File: config.mk
export PLATFORM = sky130hd
export DESIGN_NAME = buzzer_sched
export DESIGN_NICKNAME = d
export VERILOG_FILES = /design/src/rtl/buzzer_sched.sv
export SDC_FILE = /design/constraint.sdc
export NUM_CORES = 1
export LEC_CHECK = 0
export CAP_MARGIN = 5
export CORE_UTILIZATION = 50
export CTS_CLUSTER_SIZE = 10
export DETAILED_ROUTE_END_ITERATION = 6
export GPL_ROUTABILITY_DRIVEN = 0
export MAX_ROUTING_LAYER = met4
export PLACE_DENSITY = 0.78
export SYNTH_ARGS = -nofsm -noshare
export SYNTH_HDL_FRONTEND = slang
export SYNTH_SLANG_ARGS = --single-unit
File: constraint.sdc
create_clock -name clk -period 2.5 [get_ports clk]
set_clock_uncertainty 0.2 [all_clocks]
set_input_delay 0.75 -clock clk [delete_from_list [all_inputs] [get_ports clk]]
set_output_delay 0.75 -clock clk [all_outputs]
set_load 0.05 [all_outputs]
File: src/rtl/buzzer_sched.sv
// ---------------------------------------------------------------------------
// buzzer_sched
//
// Decides what the buzzer plays and when: key-click beeps, hourly chimes
// (one strike per hour on a 12-hour dial) and a looping alarm melody. The
// result is a half-period word for a downstream tone generator, where 0
// means silence.
//
// Ports
//   clk         system clock
//   rst         synchronous active-high reset
//   on          master enable; low forces silence and drops all activity
//   tick        one-cycle timebase pulse (10 Hz nominal) that paces phases
//   alarm_req   level request; the alarm plays while it is high
//   chime_req   one-cycle pulse asking for an hourly chime
//   hour        hour 0-23, sampled together with chime_req
//   beep_req    one-cycle pulse asking for a key beep
//   period      registered half-period word, 0 = silent
//   busy        registered, high whenever something is playing
//   src         registered source code: 00 none, 01 beep, 10 chime, 11 alarm
//   chime_done  registered one-cycle pulse when a chime finishes all strikes
// ---------------------------------------------------------------------------
module buzzer_sched #(
   parameter int NOTE_TICKS  = 5,
   parameter int STRIKE_ON   = 5,
   parameter int STRIKE_OFF  = 5,
   parameter int BEEP_TICKS  = 2,
   parameter int BEEP_PERIOD = 20000
) (
   input  logic        clk,
   input  logic        rst,
   input  logic        on,
   input  logic        tick,
   input  logic        alarm_req,
   input  logic        chime_req,
   input  logic [5:0]  hour,
   input  logic        beep_req,
   output logic [19:0] period,
   output logic        busy,
   output logic [1:0]  src,
   output logic        chime_done
);

   localparam logic [2:0] ST_IDLE      = 3'd0;
   localparam logic [2:0] ST_BEEP      = 3'd1;
   localparam logic [2:0] ST_CHIME_ON  = 3'd2;
   localparam logic [2:0] ST_CHIME_OFF = 3'd3;
   localparam logic [2:0] ST_ALARM     = 3'd4;

   localparam logic [19:0] TONE_PERIOD  = 20'(BEEP_PERIOD);
   localparam logic [15:0] NOTE_LAST    = 16'(NOTE_TICKS - 1);
   localparam logic [15:0] STRIKE_ON_LAST  = 16'(STRIKE_ON - 1);
   localparam logic [15:0] STRIKE_OFF_LAST = 16'(STRIKE_OFF - 1);
   localparam logic [15:0] BEEP_LAST    = 16'(BEEP_TICKS - 1);

   logic [2:0]  state_q, state_d;
   logic [15:0] timer_q, timer_d;
   logic [3:0]  note_idx_q, note_idx_d;
   logic        pending_q, pending_d;
   logic [3:0]  strikes_q, strikes_d;
   logic [19:0] period_q, period_d;
   logic        busy_q, busy_d;
   logic [1:0]  src_q, src_d;
   logic        chime_done_q, chime_done_d;

   logic        chime_ok;
   logic [3:0]  hour_mod;
   logic [3:0]  hour_strikes;

   // Alarm melody, one half-period word per note; zeros are rests.
   function automatic logic [19:0] note_period(input logic [3:0] idx);
      logic [19:0] p;
      case (idx)
         4'd0:    p = 20'd113636;
         4'd1:    p = 20'd170300;
         4'd2:    p = 20'd151700;
         4'd3:    p = 20'd191131;
         4'd4:    p = 20'd191131;
         4'd5:    p = 20'd0;
         4'd6:    p = 20'd191131;
         4'd7:    p = 20'd143184;
         4'd8:    p = 20'd113636;
         4'd9:    p = 20'd170300;
         4'd10:   p = 20'd0;
         4'd11:   p = 20'd191131;
         4'd12:   p = 20'd191131;
         4'd13:   p = 20'd0;
         4'd14:   p = 20'd191131;
         default: p = 20'd0;
      endcase
      return p;
   endfunction

   // A chime request is only usable with a real hour, when nothing is
   // already queued and no chime is currently sounding. The strike count
   // folds the hour onto a 12-hour dial where midnight and noon strike 12.
   always_comb begin
      chime_ok = chime_req && (hour <= 6'd23) && !pending_q &&
                 (state_q != ST_CHIME_ON) && (state_q != ST_CHIME_OFF);
      hour_mod = (hour >= 6'd12) ? 4'(hour - 6'd12) : hour[3:0];
      hour_strikes = (hour_mod == 4'd0) ? 4'd12 : hour_mod;
   end

   // Next-state logic. The alarm overrides everything whenever it is
   // requested, so it is handled ahead of the per-state behaviour. Every
   // phase timer only moves on tick cycles and restarts on phase entry.
   // A chime that arrives while IDLE starts straight away instead of going
   // through the pending flag, so it wins over a same-cycle beep.
   always_comb begin
      state_d      = state_q;
      timer_d      = timer_q;
      note_idx_d   = note_idx_q;
      pending_d    = pending_q;
      strikes_d    = strikes_q;
      chime_done_d = 1'b0;

      if (!on) begin
         state_d    = ST_IDLE;
         timer_d    = 16'd0;
         note_idx_d = 4'd0;
         pending_d  = 1'b0;
         strikes_d  = 4'd0;
      end else if (alarm_req) begin
         if (state_q != ST_ALARM) begin
            state_d    = ST_ALARM;
            timer_d    = 16'd0;
            note_idx_d = 4'd0;
         end else if (tick) begin
            if (timer_q == NOTE_LAST) begin
               timer_d    = 16'd0;
               note_idx_d = note_idx_q + 4'd1;
            end else begin
               timer_d = timer_q + 16'd1;
            end
         end
         if (chime_ok) begin
            pending_d = 1'b1;
            strikes_d = hour_strikes;
         end
      end else begin
         case (state_q)
            ST_IDLE: begin
               if (pending_q || chime_ok) begin
                  state_d   = ST_CHIME_ON;
                  timer_d   = 16'd0;
                  pending_d = 1'b0;
                  if (chime_ok) begin
                     strikes_d = hour_strikes;
                  end
               end else if (beep_req) begin
                  state_d = ST_BEEP;
                  timer_d = 16'd0;
               end
            end
            ST_BEEP: begin
               if (chime_ok) begin
                  pending_d = 1'b1;
                  strikes_d = hour_strikes;
               end
               if (tick) begin
                  if (timer_q == BEEP_LAST) begin
                     state_d = ST_IDLE;
                     timer_d = 16'd0;
                  end else begin
                     timer_d = timer_q + 16'd1;
                  end
               end
            end
            ST_CHIME_ON: begin
               if (tick) begin
                  if (timer_q == STRIKE_ON_LAST) begin
                     state_d = ST_CHIME_OFF;
                     timer_d = 16'd0;
                  end else begin
                     timer_d = timer_q + 16'd1;
                  end
               end
            end
            ST_CHIME_OFF: begin
               if (tick) begin
                  if (timer_q == STRIKE_OFF_LAST) begin
                     timer_d = 16'd0;
                     if (strikes_q <= 4'd1) begin
                        state_d      = ST_IDLE;
                        strikes_d    = 4'd0;
                        chime_done_d = 1'b1;
                     end else begin
                        state_d   = ST_CHIME_ON;
                        strikes_d = strikes_q - 4'd1;
                     end
                  end else begin
                     timer_d = timer_q + 16'd1;
                  end
               end
            end
            ST_ALARM: begin
               // alarm_req has dropped: fall back to IDLE first, a queued
               // chime gets picked up from there on the following cycle
               state_d    = ST_IDLE;
               timer_d    = 16'd0;
               note_idx_d = 4'd0;
               if (chime_ok) begin
                  pending_d = 1'b1;
                  strikes_d = hour_strikes;
               end
            end
            default: begin
               state_d = ST_IDLE;
               timer_d = 16'd0;
            end
         endcase
      end
   end

   // Outputs are decoded from the upcoming state so that, once registered,
   // they line up with the state they describe.
   always_comb begin
      period_d = 20'd0;
      busy_d   = (state_d != ST_IDLE);
      src_d    = 2'b00;
      case (state_d)
         ST_BEEP: begin
            period_d = TONE_PERIOD;
            src_d    = 2'b01;
         end
         ST_CHIME_ON: begin
            period_d = TONE_PERIOD;
            src_d    = 2'b10;
         end
         ST_CHIME_OFF: begin
            src_d = 2'b10;
         end
         ST_ALARM: begin
            period_d = note_period(note_idx_d);
            src_d    = 2'b11;
         end
         default: begin
            period_d = 20'd0;
            src_d    = 2'b00;
         end
      endcase
   end

   // State and output registers; reset silences everything mid-phase.
   always_ff @(posedge clk) begin
      if (rst) begin
         state_q      <= ST_IDLE;
         timer_q      <= 16'd0;
         note_idx_q   <= 4'd0;
         pending_q    <= 1'b0;
         strikes_q    <= 4'd0;
         period_q     <= 20'd0;
         busy_q       <= 1'b0;
         src_q        <= 2'b00;
         chime_done_q <= 1'b0;
      end else begin
         state_q      <= state_d;
         timer_q      <= timer_d;
         note_idx_q   <= note_idx_d;
         pending_q    <= pending_d;
         strikes_q    <= strikes_d;
         period_q     <= period_d;
         busy_q       <= busy_d;
         src_q        <= src_d;
         chime_done_q <= chime_done_d;
      end
   end

   assign period     = period_q;
   assign busy       = busy_q;
   assign src        = src_q;
   assign chime_done = chime_done_q;

endmodule

==> flow_summary.json, run 1 <==
{
  "post-route-util_pct": 75.14,
  "grt_pass1_wl_mm": 13.53,
  "worstSkewPairLatency_ns": 0.32,
  "multi_input_area_um2": 2006,
  "seqCellArea_um2": 945.9,
  "fill_cells": 393,
  "rows": 27,
  "cap_viol_max_count": 0,
  "crit_buf_inv": 1,
  "gr-usage-all-layers_pct": 28.42,
  "antenna_found_initial": 0,
  "timing.critical_path.cells": "clkdlybuf4s50_1, o2111ai_4, nand2b_4, o32a_4, nand2b_4, or4b_1, a21oi_1",
  "clock-root-buffer": "clkbuf_8",
  "p_int_uw": 1086,
  "worst_slack_ns": -0.01749,
  "r2r_start": "timer_q[14]$_SDFFE_PP0P_",
  "final_max_slew_viol_count": 0,
  "r2r_slack_ns": 0.06,
  "numClockSinks": 47,
  "synth_area_leaders": "dfxtp_1 (33%), ha_1 (6.1%), nand2_1 (4.6%)",
  "final_hold_viol_count": 0,
  "vias": 3229,
  "portBuffers": 34,
  "dr.pass1.iters": 7,
  "p_clk_share_pct": 30.4,
  "topRoutingLayerUsed": "met4",
  "start_util_pct": 51.83,
  "ys_types": 65,
  "met2_length_mm": 4.723,
  "avgSynthCellArea_um2": 7.862,
  "drt_iter0_markers": 374,
  "seq_area_frac_synth_pct": 32.97,
  "violations": "setup timing",
  "ys.flop_type": "dfxtp_1",
  "hold_buffers": 0,
  "grt_pass1_vias": 2964,
  "drc_errors": 0,
  "outcome": "finished, violations left",
  "irDropWorstVdd_mv": 0.2897,
  "slowest_stage": "or4b_1",
  "final_cell_mix": "buf_4 (81), dfxtp_1 (43), nor2_1 (34)",
  "ios": 37,
  "p_leak_uw": 0.001639,
  "worstPathArrival_ns": 2.56,
  "drive_above_1_share_pct": 33.48,
  "ys_warn_count": 0,
  "cts_buffers": 5,
  "crit_required_ns": 2.54,
  "hp-class": "flop to flop",
  "synthArstFlopShare_pct": 0,
  "cts-htree-levels": 2,
  "drtAntennaViolNets": 0,
  "nets": 489,
  "met1Wirelength_mm": 3.683,
  "viasPerCell": 6.036,
  "die_h_um": 77.55,
  "fin_area_um2": 4138,
  "period_needed_ns": 2.517,
  "powerDensity_nw_per_um2": 373.1,
  "p_sw_uw": 457.9,
  "cpLargestDelayFamily": "simple AND/OR/NAND/NOR gates",
  "syn_area_um2": 2854,
  "areaGrowthSynthToFinish_pct": 44.98,
  "combPwrFrac_pct": 19.6,
  "design_power_total_uw": 1544,
  "syn_inst": 363,
  "die_area_um2": 6014,
  "place_hpwl_mm": 5.868,
  "setup_viol": 1,
  "slew_headroom_pct": 54.11,
  "tightest_slew_ns": 0.6831,
  "clock_path_buffers": 2,
  "overflow": 0,
  "layout_commonest_cell": "buf_4",
  "critical_path.max_stage_delay_ns": 0.53,
  "routedWlPerCell_um": 17.30,
  "power.share.sequential_pct": 50.0,
  "end_kind": "flop",
  "core_area_um2": 5507,
  "synth-seq-cells": 47,
  "period_share_pct": 100.7,
  "hold_start": "timer_q[15]$_SDFFE_PP0P_",
  "start_kind": "input port",
  "synth_top_area_share_pct": 32.97,
  "cp-startpoint": "chime_req",
  "worstPathMaxFanout": 5,
  "max_freq_mhz": 397.2,
  "synth_edf_count": 0,
  "whs_ns": 0.3165,
  "swShare_pct": 29.66,
  "crit_type": "input port to flop",
  "cp_common_cell": "nand2b_4",
  "yosys.area.top_type": "dfxtp_1",
  "diodes": 0,
  "drt_wl_total_mm": 9.254,
  "grt_max_degree": 17,
  "met3_length_um": 651,
  "placed_area_um2": 3799,
  "clk_pin_slew_worst_paths_ns": 0.09,
  "cts_tree": "built",
  "place_ws_ns": -0.8876,
  "die_x_um": 77.55
}
[area by class of cell]
class | instances | area share (%)
clock inverter | 2 | 0.3024
sequential | 47 | 22.86
timing repair buffer | 115 | 22.68
clock buffer | 6 | 1.754
inverter | 16 | 1.754
multi-input combinational | 277 | 48.47
tap | 72 | 2.177
[power groups by stage]
stage / Clock, µW / Sequential (µW) / Combinational, µW
3_3_place_gp: 0 / 788 / 263
6_report: 469 / 772 / 303
4_1_cts: 465 / 771 / 268
3_5_place_dp: 0 / 788 / 268
2_1_floorplan: 0 / 828 / 119
5_1_grt: 510 / 773 / 321
[flip-flops by register name, indices dropped and copies added (netlist names)]
name,flops
busy,1
chime_done,1
note_idx_q,4
pending_q,1
period,15
src,2
state_q,3
strikes_q,4
timer_q,16
[kinds of logic (layout without fill, tap and decap cells)]
logic type                 count (synthesis)  in the layout  share of synthesized area [%]
adders and majority gates                 14             14                          6.138
buffers and inverters                     41            139                          6.620
xor gates and xnor gates                   2              2                         0.6139
muxes                                      6              6                          2.236
other                                      1              2                         0.1314
AOI/OAI and AO/OA                         93             94                          22.40
and+or+nand+nor                          159            159                          28.89
DFF                                       47             47                          32.97
[worst reg2reg max path: stages, from the launching register on]
cell	delay (ns)
dfxtp_2	0.36
nor4_4	0.35
nand4_1	0.26
buf_4	0.22
nor3_1	0.29
nor4_2	0.07
buf_4	0.17
o21ai_4	0.23
o311ai_1	0.15
[cell usage after synthesis (2+ instances only)]
| library cell | instances |
|---|---|
| ha_1 | 14 |
| o21ai_1 | 7 |
| o221a_2 | 4 |
| a221oi_1 | 2 |
| dfxtp_1 | 47 |
| a311o_1 | 2 |
| o2111ai_1 | 2 |
| a21oi_1 | 25 |
| or3_1 | 9 |
| nor4_1 | 4 |
| mux2i_1 | 3 |
| nand2b_1 | 6 |
| o32ai_1 | 2 |
| nor2b_1 | 5 |
| nand3b_1 | 3 |
| mux2_2 | 2 |
| o211ai_1 | 3 |
| a31oi_1 | 5 |
| nand2_1 | 35 |
| buf_4 | 5 |
| and2_1 | 5 |
| o21ai_0 | 18 |
| nor3_1 | 12 |
| nand3_1 | 19 |
| o311ai_1 | 2 |
| a41oi_1 | 2 |
| nand4_1 | 5 |
| buf_2 | 6 |
| and3_1 | 8 |
| and4_1 | 3 |
| a211oi_1 | 3 |
| inv_1 | 14 |
| clkbuf_1 | 12 |
| a311oi_1 | 2 |
| nor2_1 | 35 |
| o32a_1 | 3 |
[what timing repair did]
item | in CTS | in global routing
setup endpoints to repair | 40 | 36
resized for setup | 24 | 45
buffers inserted | 3 | 4
gates cloned | 0 | 1
pin swaps | 10 | 14
[layer usage]
layer / up-vias / GRT usage (%)
li1: 1508 / -
met1: 1536 / 35.99
met2: 161 / 46.37
met3: 24 / 4.706
met4: 0 / 8.491
met5: - / -
[metrics by stage]
stage / instances / setup TNS, ns
6_report: 535 / -0.01749
5_1_grt: 535 / -0.2400
4_1_cts: 530 / 0
3_5_place_dp: 520 / -28.38
3_3_place_gp: 520 / -26.09
2_1_floorplan: 364 / -0.1708
[final timing paths]
path                              endpoint  cells after the start
setup / recovery   timer_q[9]$_SDFFE_PP0P_                      7
hold / removal    timer_q[15]$_SDFFE_PP0P_                      2
setup reg to reg     period[11]$_SDFF_PP0_                      8
hold reg to reg   timer_q[15]$_SDFFE_PP0P_                      2
No activity file was read; power rests on OpenSTA's default activity.
==> inputs of run 2 (changes only) <==
- CORE_ASPECT_RATIO: default -> 1.2
- CORE_UTILIZATION: 50 -> 30
- GPL_TIMING_DRIVEN: default -> 0
- PLACE_DENSITY: 0.78 -> 0.52
==> flow_summary.json, run 2 (synthesis results as in run 1) <==
{
  "crit_required_ns": 2.54,
  "slew_headroom_pct": 52.13,
  "p_clk_share_pct": 32.3,
  "drtAntennaViolNets": 0,
  "overflow": 0,
  "clock_path_buffers": 2,
  "antenna_found_initial": 0,
  "p_leak_uw": 0.001588,
  "period_share_pct": 101.4,
  "hp-class": "flop to flop",
  "start_util_pct": 31.26,
  "p_int_uw": 1080,
  "vias": 2941,
  "cpLargestDelayFamily": "simple AND/OR/NAND/NOR gates",
  "drt_iter0_markers": 152,
  "rows": 38,
  "cts_buffers": 5,
  "start_kind": "flop",
  "die_h_um": 108.8,
  "outcome": "finished, violations left",
  "grt_max_degree": 17,
  "whs_ns": 0.3156,
  "critical_path.max_stage_delay_ns": 0.47,
  "core_area_um2": 9129,
  "multi_input_area_um2": 2085,
  "slowest_stage": "or3_1",
  "setup_viol": 6,
  "tightest_slew_ns": 0.7154,
  "r2r_start": "timer_q[4]$_SDFFE_PP0P_",
  "irDropWorstVdd_mv": 0.2979,
  "crit_type": "flop to flop",
  "dr.pass1.iters": 4,
  "power.share.sequential_pct": 49.2,
  "routedWlPerCell_um": 15.87,
  "r2r-end": "period[4]$_SDFF_PP0_",
  "hold_buffers": 0,
  "final_hold_viol_count": 0,
  "rsz0062_at_grt": "yes",
  "drc_errors": 0,
  "holdPathStages": 2,
  "placed_area_um2": 3436,
  "p_sw_uw": 478.4,
  "holdPathEnd": "timer_q[15]$_SDFFE_PP0P_",
  "worstPathArrival_ns": 2.58,
  "end_kind": "flop",
  "clock-root-buffer": "clkbuf_8",
  "seqCellArea_um2": 958.4,
  "max_freq_mhz": 394.6,
  "regMostFlops": "timer_q",
  "place_hpwl_mm": 5.866,
  "gr-usage-all-layers_pct": 18.14,
  "reg2regPathDepth": 8,
  "layout_commonest_cell": "dfxtp_1",
  "worstPathMaxFanout": 8,
  "drive_above_1_share_pct": 33.18,
  "fill_cells": 931,
  "cts_tree": "built",
  "grt_pass1_wl_mm": 13.82,
  "fin_area_um2": 4136,
  "diodes": 0,
  "numClockSinks": 47,
  "clk_pin_slew_worst_paths_ns": 0.10,
  "worst_slack_ns": -0.03417,
  "die_x_um": 91.04,
  "hold_start": "timer_q[15]$_SDFFE_PP0P_",
  "period_needed_ns": 2.534,
  "areaGrowthSynthToFinish_pct": 44.94,
  "worstSkewPairLatency_ns": 0.31,
  "ios": 37,
  "powerDensity_nw_per_um2": 376.6,
  "die_area_um2": 9909,
  "viasPerCell": 5.309,
  "combPwrFrac_pct": 18.5,
  "nets": 460,
  "r2r_slack_ns": -0.03,
  "swShare_pct": 30.71,
  "cap_viol_max_count": 0,
  "portBuffers": 33,
  "drt_wl_total_mm": 8.791,
  "cts-htree-levels": 2,
  "largest_reg_flops": 16,
  "violations": "setup timing",
  "final_max_slew_viol_count": 0,
  "grt_pass1_vias": 2813,
  "final_cell_mix": "dfxtp_1 (41), nor2_1 (33), buf_4 (32)",
  "crit_buf_inv": 0,
  "timing.critical_path.cells": "or3_1, nor2_4, nand2_4, o211ai_1, nand2_2, ha_4, mux2_1, o22ai_2"
}
-- run 2: changes by cell type in the layout (fill, tap and decap cells not counted), moves of 4 or more --
| cell | previous run | this run |
|---|---|---|
| buf_4 | 81 | 32 |
| buf_6 | 1 | 7 |
| clkbuf_2 | 1 | 6 |
| clkdlybuf4s50_1 | 26 | 21 |
| clkbuf_8 | 5 | 9 |
| dfxtp_4 | 0 | 4 |
| nand2_1 | 33 | 29 |
| o21ai_2 | 1 | 5 |
-- run 2: repair_timing --
item                                    4_1_cts  5_1_grt
gates cloned                                  2        0
setup buffers                                19       11
pin swaps                                    19       32
endpoints found under the setup margin       42       36
gates resized for setup                      75       48
-- run 2: worst max path at each step --
stage | cells past startpoint | startpoint | endpoint
after global routing | 10 | timer_q[4]$_SDFFE_PP0P_ | period[14]$_SDFF_PP0_
final | 8 | timer_q[4]$_SDFFE_PP0P_ | period[4]$_SDFF_PP0_
after floorplan | 10 | hour[3] | timer_q[10]$_SDFFE_PP0P_
after CTS | 10 | tick | period[7]$_SDFF_PP0_
after global placement | 10 | tick | period[7]$_SDFF_PP0_
after detailed placement | 10 | hour[3] | strikes_q[2]$_SDFFE_PP0P_
-- run 2: metal layers --
layer	vias to the layer above	part of all wire [%]	GRT usage [%]
li1	1450	-	-
met1	1400	41	20.16
met2	70	53	33.23
met3	21	4.2	2.720
met4	0	2.2	6.236
met5	-	0	-
-- run 2: tightest hold or removal path, cell delays in order, from the launching register on --
cell and delay (ns):
dfxtp_2 0.35, o21ai_0 0.07, a21oi_1 0.06
-- run 2: final cells by class --
type,count,area share (%)
well taps,120,3.630
inverters,16,1.906
plain buffers,22,4.295
flip-flops and latches,47,23.17
multi-input cells,276,50.39
clock buffers,5,1.664
repair buffers,65,14.40
clock inverters,3,0.5445
-- run 2: per-stage QoR --
step	utilization [%]	power (µW)	setup TNS (ns)	setup WS, ns	cells
final	45.31	1558	-0.1175	-0.03417	554
after global placement	37.64	1027	-34.10	-0.9632	517
after floorplan	-	947.3	-0.1708	-0.04055	364
after CTS	42.71	1565	0	0.001181	545
after detailed placement	37.64	1028	-34.06	-0.9441	517
after global routing	45.31	1625	-1.329	-0.1410	554
-- run 2: power by group through the flow --
stage / sequential [µW] / clock [µW] / combinational [µW]
final: 767 / 503 / 288
after global routing: 769 / 549 / 308
after CTS: 770 / 520 / 275
after detailed placement: 787 / 0 / 241
after global placement: 787 / 0 / 240
after floorplan: 828 / 0 / 119
